[config.mk]
export PLATFORM = sky130hd
export DESIGN_NAME = armleocpu_ptw_flat
export DESIGN_NICKNAME = d
export VERILOG_FILES = /design/src/rtl/armleocpu_defines.sv /design/src/rtl/armleocpu_ptw_if.sv /design/src/rtl/armleocpu_ptw_pte_check.sv /design/src/rtl/armleocpu_ptw.sv /design/src/flat_wrapper.sv
export SDC_FILE = /design/constraint.sdc
export NUM_CORES = 1
export LEC_CHECK = 0
export CAP_MARGIN = 20
export CORE_MARGIN = 5
export CORE_UTILIZATION = 38
export CTS_CLUSTER_SIZE = 28
export DETAILED_ROUTE_END_ITERATION = 7
export PLACE_DENSITY_LB_ADDON = 0.3
export REMOVE_ABC_BUFFERS = 1
export SLEW_MARGIN = 25
export SYNTH_ARGS = -nofsm -noshare
export SYNTH_HDL_FRONTEND = slang
export SYNTH_SLANG_ARGS = --single-unit
export TNS_END_PERCENT = 100
[constraint.sdc]
create_clock -name clk -period 1.77 [get_ports clk]
set_input_delay 0.531 -clock clk [delete_from_list [all_inputs] [get_ports clk]]
set_output_delay 0.531 -clock clk [all_outputs]
set_load 0.02 [all_outputs]
[src/rtl/armleocpu_defines.sv]
// Shared Sv32 page-table-walker definitions: PTE bit positions, bus response
// codes and the walker state encoding.
package armleocpu_defines;

    localparam int PTE_V = 0;
    localparam int PTE_R = 1;
    localparam int PTE_W = 2;
    localparam int PTE_X = 3;
    localparam int PTE_U = 4;
    localparam int PTE_G = 5;
    localparam int PTE_A = 6;
    localparam int PTE_D = 7;

    localparam int PTE_PPN_HI = 31;
    localparam int PTE_PPN_LO = 10;

    localparam logic [1:0] OKAY   = 2'b00;
    localparam logic [1:0] SLVERR = 2'b10;
    localparam logic [1:0] DECERR = 2'b11;

    typedef enum logic [1:0] {
        PTW_IDLE,
        PTW_READ,
        PTW_WAIT_RESP,
        PTW_DONE
    } ptw_state_t;

endpackage

[src/rtl/armleocpu_ptw_if.sv]
// Resolve request/response and memory read port of the Sv32 walker.
// master = walker side, slave = TLB/memory side.
interface armleocpu_ptw_if;

    logic        resolve_request;
    logic [19:0] resolve_virtual_address;
    logic [21:0] satp_ppn;
    logic        resolve_ack;
    logic        resolve_done;
    logic        resolve_pagefault;
    logic        resolve_accessfault;
    logic [19:0] resolve_virtual_address_w;
    logic [7:0]  resolve_accesstag;
    logic [21:0] resolve_physical_address;

    logic [33:0] avl_address;
    logic        avl_read;
    logic        avl_waitrequest;
    logic        avl_readdatavalid;
    logic [31:0] avl_readdata;
    logic [1:0]  avl_response;

    modport master (
        input  resolve_request, resolve_virtual_address, satp_ppn,
        output resolve_ack, resolve_done, resolve_pagefault, resolve_accessfault,
        output resolve_virtual_address_w, resolve_accesstag, resolve_physical_address,
        output avl_address, avl_read,
        input  avl_waitrequest, avl_readdatavalid, avl_readdata, avl_response
    );

    modport slave (
        output resolve_request, resolve_virtual_address, satp_ppn,
        input  resolve_ack, resolve_done, resolve_pagefault, resolve_accessfault,
        input  resolve_virtual_address_w, resolve_accesstag, resolve_physical_address,
        input  avl_address, avl_read,
        output avl_waitrequest, avl_readdatavalid, avl_readdata, avl_response
    );

endinterface

[src/rtl/armleocpu_ptw_pte_check.sv]
// Combinational Sv32 PTE classification for one walk step.
// ARMLEOCPU_PTW_AD_CHECK_EN: fault on leaves with A=0, or W=1 and D=0.
module armleocpu_ptw_pte_check
    import armleocpu_defines::*;
(
    input  logic [31:0] pte,
    input  logic        level,
    input  logic [19:0] vpn,
    output logic        leaf,
    output logic        invalid,
    output logic        misaligned,
    output logic        pagefault,
    output logic [33:0] next_address,
    output logic [21:0] leaf_ppn
);

    logic ad_fault;
    logic fields_unused;

    always_comb begin
        invalid    = !pte[PTE_V] || (!pte[PTE_R] && pte[PTE_W]);
        leaf       = pte[PTE_R] || pte[PTE_X];
        misaligned = level && (pte[19:10] != '0);
`ifdef ARMLEOCPU_PTW_AD_CHECK_EN
        ad_fault   = !pte[PTE_A] || (pte[PTE_W] && !pte[PTE_D]);
`else
        ad_fault   = 1'b0;
`endif
        // A non-leaf at level 0 has nowhere left to point
        pagefault  = invalid || (leaf && (misaligned || ad_fault)) || (!leaf && !level);
        next_address = {pte[PTE_PPN_HI:PTE_PPN_LO], vpn[9:0], 2'b00};
        leaf_ppn     = level ? {pte[31:20], vpn[9:0]} : pte[PTE_PPN_HI:PTE_PPN_LO];
    end

    assign fields_unused = ^{pte[9:4], vpn[19:10]};

endmodule

[src/rtl/armleocpu_ptw.sv]
// Sv32 two-level hardware page-table walker feeding the TLB write port.
// ARMLEOCPU_PTW_AD_CHECK_EN enables software-managed A/D fault checking.
module armleocpu_ptw
    import armleocpu_defines::*;
(
    input  logic            clk,
    input  logic            rst,
    armleocpu_ptw_if.master bus
);

    ptw_state_t  state, state_n;
    logic        level, level_n;
    logic [19:0] vpn_r, vpn_n;
    logic [33:0] addr_r, addr_n;
    logic [7:0]  tag_r, tag_n;
    logic [21:0] phys_r, phys_n;
    logic        pf_r, pf_n;
    logic        af_r, af_n;
    logic        ack;

    logic        pte_leaf;
    logic        pte_invalid;
    logic        pte_misaligned;
    logic        pte_pagefault;
    logic [33:0] pte_next_address;
    logic [21:0] pte_leaf_ppn;

    armleocpu_ptw_pte_check u_pte_check (
        .pte          (bus.avl_readdata),
        .level        (level),
        .vpn          (vpn_r),
        .leaf         (pte_leaf),
        .invalid      (pte_invalid),
        .misaligned   (pte_misaligned),
        .pagefault    (pte_pagefault),
        .next_address (pte_next_address),
        .leaf_ppn     (pte_leaf_ppn)
    );

    always_ff @(posedge clk) begin
        if (rst) begin
            state  <= PTW_IDLE;
            level  <= 1'b0;
            vpn_r  <= '0;
            addr_r <= '0;
            tag_r  <= '0;
            phys_r <= '0;
            pf_r   <= 1'b0;
            af_r   <= 1'b0;
        end else begin
            state  <= state_n;
            level  <= level_n;
            vpn_r  <= vpn_n;
            addr_r <= addr_n;
            tag_r  <= tag_n;
            phys_r <= phys_n;
            pf_r   <= pf_n;
            af_r   <= af_n;
        end
    end

    always_comb begin
        state_n = state;
        level_n = level;
        vpn_n   = vpn_r;
        addr_n  = addr_r;
        tag_n   = tag_r;
        phys_n  = phys_r;
        pf_n    = pf_r;
        af_n    = af_r;
        ack     = 1'b0;
        case (state)
            PTW_IDLE: begin
                if (bus.resolve_request && !rst) begin
                    ack     = 1'b1;
                    vpn_n   = bus.resolve_virtual_address;
                    level_n = 1'b1;
                    addr_n  = {bus.satp_ppn, bus.resolve_virtual_address[19:10], 2'b00};
                    state_n = PTW_READ;
                end
            end
            PTW_READ: begin
                if (!bus.avl_waitrequest)
                    state_n = PTW_WAIT_RESP;
            end
            PTW_WAIT_RESP: begin
                if (bus.avl_readdatavalid) begin
                    tag_n  = '0;
                    phys_n = '0;
                    pf_n   = 1'b0;
                    af_n   = 1'b0;
                    // Bus error outranks any PTE content
                    if (bus.avl_response != OKAY) begin
                        af_n    = 1'b1;
                        state_n = PTW_DONE;
                    end else if (pte_pagefault) begin
                        pf_n    = 1'b1;
                        state_n = PTW_DONE;
                    end else if (pte_leaf) begin
                        tag_n   = bus.avl_readdata[7:0];
                        phys_n  = pte_leaf_ppn;
                        state_n = PTW_DONE;
                    end else begin
                        level_n = 1'b0;
                        addr_n  = pte_next_address;
                        state_n = PTW_READ;
                    end
                end
            end
            PTW_DONE: state_n = PTW_IDLE;
            default:  state_n = PTW_IDLE;
        endcase
    end

    assign bus.resolve_ack               = ack;
    assign bus.resolve_done              = (state == PTW_DONE);
    assign bus.resolve_pagefault         = (state == PTW_DONE) && pf_r;
    assign bus.resolve_accessfault       = (state == PTW_DONE) && af_r;
    assign bus.resolve_virtual_address_w = vpn_r;
    assign bus.resolve_accesstag         = tag_r;
    assign bus.resolve_physical_address  = phys_r;
    assign bus.avl_address               = addr_r;
    assign bus.avl_read                  = (state == PTW_READ);

endmodule

[src/flat_wrapper.sv]
// flat-port wrapper written by rule: the top's interface ports become plain ports
module armleocpu_ptw_flat import armleocpu_defines::*;
  (clk, rst, bus_resolve_request, bus_resolve_virtual_address, bus_satp_ppn, bus_resolve_ack, bus_resolve_done, bus_resolve_pagefault, bus_resolve_accessfault, bus_resolve_virtual_address_w, bus_resolve_accesstag, bus_resolve_physical_address, bus_avl_address, bus_avl_read, bus_avl_waitrequest, bus_avl_readdatavalid, bus_avl_readdata, bus_avl_response);
  armleocpu_ptw_if bus_i ();
  input  logic clk;
  input  logic rst;
  input wire logic [$bits(bus_i.resolve_request)-1:0] bus_resolve_request;
  input wire logic [$bits(bus_i.resolve_virtual_address)-1:0] bus_resolve_virtual_address;
  input wire logic [$bits(bus_i.satp_ppn)-1:0] bus_satp_ppn;
  output wire logic [$bits(bus_i.resolve_ack)-1:0] bus_resolve_ack;
  output wire logic [$bits(bus_i.resolve_done)-1:0] bus_resolve_done;
  output wire logic [$bits(bus_i.resolve_pagefault)-1:0] bus_resolve_pagefault;
  output wire logic [$bits(bus_i.resolve_accessfault)-1:0] bus_resolve_accessfault;
  output wire logic [$bits(bus_i.resolve_virtual_address_w)-1:0] bus_resolve_virtual_address_w;
  output wire logic [$bits(bus_i.resolve_accesstag)-1:0] bus_resolve_accesstag;
  output wire logic [$bits(bus_i.resolve_physical_address)-1:0] bus_resolve_physical_address;
  output wire logic [$bits(bus_i.avl_address)-1:0] bus_avl_address;
  output wire logic [$bits(bus_i.avl_read)-1:0] bus_avl_read;
  input wire logic [$bits(bus_i.avl_waitrequest)-1:0] bus_avl_waitrequest;
  input wire logic [$bits(bus_i.avl_readdatavalid)-1:0] bus_avl_readdatavalid;
  input wire logic [$bits(bus_i.avl_readdata)-1:0] bus_avl_readdata;
  input wire logic [$bits(bus_i.avl_response)-1:0] bus_avl_response;
  assign bus_i.resolve_request = bus_resolve_request;
  assign bus_i.resolve_virtual_address = bus_resolve_virtual_address;
  assign bus_i.satp_ppn = bus_satp_ppn;
  assign bus_resolve_ack = bus_i.resolve_ack;
  assign bus_resolve_done = bus_i.resolve_done;
  assign bus_resolve_pagefault = bus_i.resolve_pagefault;
  assign bus_resolve_accessfault = bus_i.resolve_accessfault;
  assign bus_resolve_virtual_address_w = bus_i.resolve_virtual_address_w;
  assign bus_resolve_accesstag = bus_i.resolve_accesstag;
  assign bus_resolve_physical_address = bus_i.resolve_physical_address;
  assign bus_avl_address = bus_i.avl_address;
  assign bus_avl_read = bus_i.avl_read;
  assign bus_i.avl_waitrequest = bus_avl_waitrequest;
  assign bus_i.avl_readdatavalid = bus_avl_readdatavalid;
  assign bus_i.avl_readdata = bus_avl_readdata;
  assign bus_i.avl_response = bus_avl_response;
  armleocpu_ptw u_core (.clk(clk), .rst(rst), .bus(bus_i));
endmodule
### Yosys cells after proc, flatten, opt, wreduce, memory -nomap -nowiden

Cells that the tools add are included.

| word-level totals | value |
|---|---|
| flip-flop bits (word level) | 89 |
| bits of input ports | 81 |
| output and inout bits | 89 |
| word-level logic and storage cells | 72 |

| cells by class | value |
|---|---|
| eq/ne operators | 9 |
| multiplexer cells | 31 |
| reduce and logical (&&, ||, !) cells | 24 |

Operators by type and width:

| operator | number |
|---|---|
| 34-bit two-way mux | 5 |
| 34-bit case mux with 2 select lines | 1 |
| 22-bit two-way mux | 3 |
| 8-bit two-way mux | 3 |
| 2-bit two-way mux | 6 |
| 1-bit two-way mux | 10 |
| 10-bit two-way mux | 1 |
| 2-bit inequality test, second input constant | 5 |
| 10-bit nonzero test | 1 |
| 2-bit case mux with 4 select lines | 1 |
| 1-bit logical AND | 7 |
| 6-bit AND reduction | 1 |
| 1-bit logical NOT | 5 |
| 2-bit equality test, second input constant | 2 |
| 1-bit logical OR | 4 |
| 2-bit AND reduction | 2 |
| 2-bit nonzero test | 2 |
| 3-bit AND reduction | 1 |
| 2-bit by 1-bit equality test with 1-bit output, second input constant | 1 |
| 2-bit logical NOT | 1 |
| 2-bit by 1-bit inequality test with 1-bit output, second input constant | 1 |
| 1-bit case mux with 2 select lines | 1 |

### Logic depth before layout (Yosys ltp)

| logic depth | value |
|---|---|
| word-level depth | 9 |
| gate-level depth with buffers | 7 |
| gate-level depth less buffers | 4 |

### Cells and area by module

A second synthesis with hierarchy kept.

| second synthesis, totals | value |
|---|---|
| cells, all modules | 409 |
| area, all modules | 4,132.7 um^2 |

By module, submodules not included:

| module | instances | cells each | area each (um^2) | sequential area each (um^2) |
|---|---|---|---|---|
| armleocpu_ptw | 1 | 339 | 3,582.2 | 1,781.7 |
| armleocpu_ptw_pte_check | 1 | 70 | 550.5 | 0.0 |

### Worst setup path after synthesis

OpenSTA, ideal clock, no wires.

| timing path | value |
|---|---|
| kind | input to output |
| from | input rst |
| to | output bus_resolve_ack |
| data arrival time | 1,270 ps |
| required time | 1,239 ps |
| path slack | -31 ps |
| stages | 2 |
| buffers on the path | 1 |
| cell sequence | nor4b_4 clkbuf_1 |

| on the way | value |
|---|---|
| cells in the longest elaborated chain, start to end | 4 |

RTL lines:

| element | RTL line | text |
|---|---|---|
| from (decl) | flat_wrapper.sv:6 | `input logic rst;` |
| 1-bit logical NOT | armleocpu_ptw.sv:74 | `if (bus.resolve_request && !rst) begin` |
| 1-bit logical AND | armleocpu_ptw.sv:74 |  |
| 1-bit two-way mux | armleocpu_ptw.sv:74 |  |
| 1-bit two-way mux | armleocpu_ptw.sv:72 | `case (state)` |
| to (decl) | flat_wrapper.sv:10 | `output wire logic [$bits(bus_i.resolve_ack)-1:0] bus_resolve_ack;` |

No other way between the ends.

### Final worst setup path

| timing path | value |
|---|---|
| from | register u_core.state[1] |
| to | output bus_avl_read |

| on the way | value |
|---|---|
| cells in the longest elaborated chain, start to end | 1 |

RTL lines:

| element | RTL line | text |
|---|---|---|
| from (decl) | armleocpu_ptw.sv:11 | `ptw_state_t state, state_n;` |
| from (signal assigned) | armleocpu_ptw.sv:51 | `state <= state_n;` |
| 2-bit by 1-bit equality test with 1-bit output | armleocpu_ptw.sv:123 | `assign bus.avl_read = (state == PTW_READ);` |
| to (decl) | flat_wrapper.sv:18 | `output wire logic [$bits(bus_i.avl_read)-1:0] bus_avl_read;` |

No other way between the ends.

==> results.txt <==
- Sorting the synthesized cells by area gives the leading types as dfxtp_1 45%, a311oi_2 11%, nand2_1 8.4%, a22o_1 6.6%, a21oi_1 4.6%.
* Routed wire length: between 10000 and 15000 um
* Fraction of the cycle the final worst path needs: 0.992
- After clock tree synthesis, the clock-pin slew on the worst setup and hold paths is 0.09 ns.
- The net count of the finished layout is 671.
- After technology mapping, the gate count stands at approximately 400.
- Worst Hold Path Cells: 1
- ANT cells: 0
- Measured on the finished design, the core utilization comes to 0.628.
- Mapped Area: 3830 um^2
* Max-slew violation total from the final report: 0
* Latest clock arrival within the worst-skew pair: 0.37 ns
- The first global-routing pass estimated 21000 um of wire.
* Leakage Power: around 2.7 nW
- Once placement completed, the tool counted placed cells totaling 705.
* Ratio of routed vias to standard cells: 5.16
* Cell with the most instances after synthesis: dfxtp_1
- Wire segments on met3 add up to about 1000 um in the final route.
* Master cell of the clock root buffer: clkbuf_8
* Number of ports placed on the die boundary: 170
* Largest net degree at the start of global routing: 58
- Effective utilization at floorplan: 0.390
* Post-synth top flop: dfxtp_1
- At the worst endpoint, the arrival time is around 1.2 ns.
- In the global route stage, overall resource usage came out at 0.211.
* Share of synthesized registers carrying an async set or reset: 0
- The Yosys step of the flow raised 0 warnings.
- The worst hold path terminates at u_core.bus.resolve_accesstag[0].
- Die area: 12200 um^2
- Setup violations remaining at the end of the flow were counted as 0.
- In the final routing, the length of wire on met1 measures 5520 um.
* HP Class: reg -> reg
* Deepest clock path buffer count: 2
- IR analysis of the VDD net gives a maximum drop of 0.744 mV.
- Once detail routing completed, the nets flagged for antenna violations numbered 0.
- The floorplan has 36 rows.
- Number of optimization iterations in the first detailed-route pass: 4
- The startpoint identified for the worst register-to-register timing path is u_core.state[0].
- The share of the Yosys chip area taken by registers is 0.454.
* Via count: 3760
- Across the run, the number of max-cap violations was 0.
* Half-perimeter wire length after detailed placement: 8980 um
- The floorplan step set the die width to 110 um.
- In the final routed layout, each cell accounts on average for 17.8 um.
- For this run, the number of standard cells in the final layout without fillers is around 730.
- Area added between synthesis and finish: 61.0%
- Status: finished, final reports clean
- The number of global-route vias before repair is between 3000 and 4000.
- The worst register-to-register path has a depth of 7.
* Worst endpoint required time: 1.24 ns
- At the end of routability-driven placement, the weighted congestion stood at approximately 0.81.
* Flip-flop and latch area: 1750 um^2
* TritonCTS clock tree: done
- The highest metal layer carrying signal wires in the routed design is met4.
- Capture point of the worst reg-to-reg path: u_core.bus.avl_address[26]
- Total power density per cell area: 839 nW/um^2
* TritonCTS buffer count: 9
* TritonCTS Sinks: 87
- The number of hold violations in the final report is 0.
* Violation count after the first detailed-route iteration: 172
* Number of antenna violations at the first check in global routing: 0
- The biggest area contributor in the post-synthesis netlist is dfxtp_1.
- Flops & latches, synth: 87
* Synth Area per Inst: 9.53 um^2
- Buffers added on ports: 165
* Setup repair after global routing missed its margin: yes
* Critical path class: reg -> out
- Startpoint Class: register
* Met2 routed WL: roughly 6200 um
- Share of layout cells above drive strength 1: 0.220
- Of the post-synthesis cell area, the dominant cell type holds 0.454.
* Final period demand of the worst path: 1.76 ns
- Placeable Area: 9820 um^2
- The total overflow left after global routing is 0.
* Highest net fanout along the worst path: 5
- Achievable clock frequency: around 570 MHz
* Number of unique standard cell types used by synthesis: 37
* Fillers: 901
* Number of design rule violations left after detail routing: 0
- CP endpoint kind: output pin
* Worst hold path startpoint: u_core.bus.resolve_accesstag[0]
* Setup slack of the worst register-to-register path: 0.03 ns
- Count of H-tree levels built during CTS: 3
* Overall die height: roughly 110 um
- Number of flops mapped to enable cells by yosys: 0
* Top post-synthesis cells by count: 87 x dfxtp_1, 86 x nand2_1, 35 x a21oi_1
- Summing all multi-input logic gate instances after layout gives between 1500 and 2000 um^2.
* Max Clock Skew: 0.0114 ns
-- flip-flops by register name, summed over array words and instances (netlist names) --
name / flops
u_core.af_r: 1
u_core.pf_r: 1
u_core.bus.resolve_accesstag: 8
u_core.bus.avl_address: 32
u_core.level: 1
u_core.bus.resolve_physical_address: 22
u_core.bus.resolve_virtual_address_w: 20
u_core.state: 2
-- worst max-delay path by stage --
| stage | endpoint | slack (ns) | startpoint |
|---|---|---|---|
| 2_1_floorplan | u_core.bus.avl_address[10] | -2.17 | rst |
| 3_3_place_gp | bus_resolve_ack | -0.62 | bus_resolve_request |
| 3_5_place_dp | bus_resolve_ack | -0.63 | bus_resolve_request |
| 4_1_cts | u_core.bus.avl_address[26] | 0.005 | bus_avl_readdata[2] |
| 5_1_grt | bus_resolve_ack | -0.07 | u_core.state[1] |
| 6_report | bus_avl_read | 0.01 | u_core.state[1] |
-- cells in the final DEF (no fill, tap or decap), types with 5 or more instances in the layout --
cell,n
dfxtp_1,85
dlymetal6s2s_1,5
clkdlybuf4s50_1,64
o21ai_0,23
mux2_2,10
buf_4,34
nand2_1,86
nor2_1,8
nand2b_1,22
a22o_1,29
clkbuf_8,10
a311oi_2,31
a21oi_1,35
buf_12,6
buf_6,9
dlygate4sd2_1,89
-- logic make-up after synthesis --
logic type	Yosys count	synth area share
other	1	0.000978
AND/OR/NAND/NOR	136	0.168
flip-flops	87	0.454
AO/OA/AOI/OAI	127	0.284
multiplexers	11	0.0320
buffers and inverters	40	0.0604
-- worst max-delay path, stage by stage, from the launching register on --
cell     delay (ns)
dfxtp_4        0.38
buf_4          0.13
and2b_1        0.22
buf_6          0.13
-- final cells by class --
class,instances,share of cell area
multi-input combinational,276,0.315
clock buffer,10,0.0223
timing repair buffer,215,0.338
sequential,87,0.284
tap,133,0.0270
clock inverter,6,0.0136
inverter,1,0.000609
-- through the flow --
stage,cell area (um^2),total power [W],setup TNS [ns],worst slack [ns],hold slack (ns)
detailed placement,5830,0.00371,-38.44,-0.632,0.450
global route,6170,0.00542,-0.621,-0.0708,0.479
finish,6170,0.00517,0,0.0141,0.461
global placement,5830,0.00367,-34.93,-0.618,0.435
floorplan,3610,0.00291,-86.93,-2.17,0.418
CTS,6050,0.00521,0,0.00503,0.465
-- layer usage --
metal / vias up / global-route usage
met5: - / 0
met4: 0 / 0.0608
met3: 22 / 0.0821
met2: 156 / 0.356
met1: 1765 / 0.248
li1: 1817 / -
-- where the power goes --
part / total (W) / internal (W) / switching [W]
Combinational: 0.00143 / 0.000662 / 0.000767
Sequential: 0.00219 / 0.00210 / 0.0000909
Clock: 0.00155 / 0.000829 / 0.000724
Total: 0.00517 / 0.00359 / 0.00158
-- repair_timing --
item,CTS,global route
gates cloned,3,1
pin swaps,3,8
endpoints found under the setup margin,151,56
hold buffers,0,0
gates resized for setup,132,23
setup buffers,1,2
(Power assumes the default switching activity.)
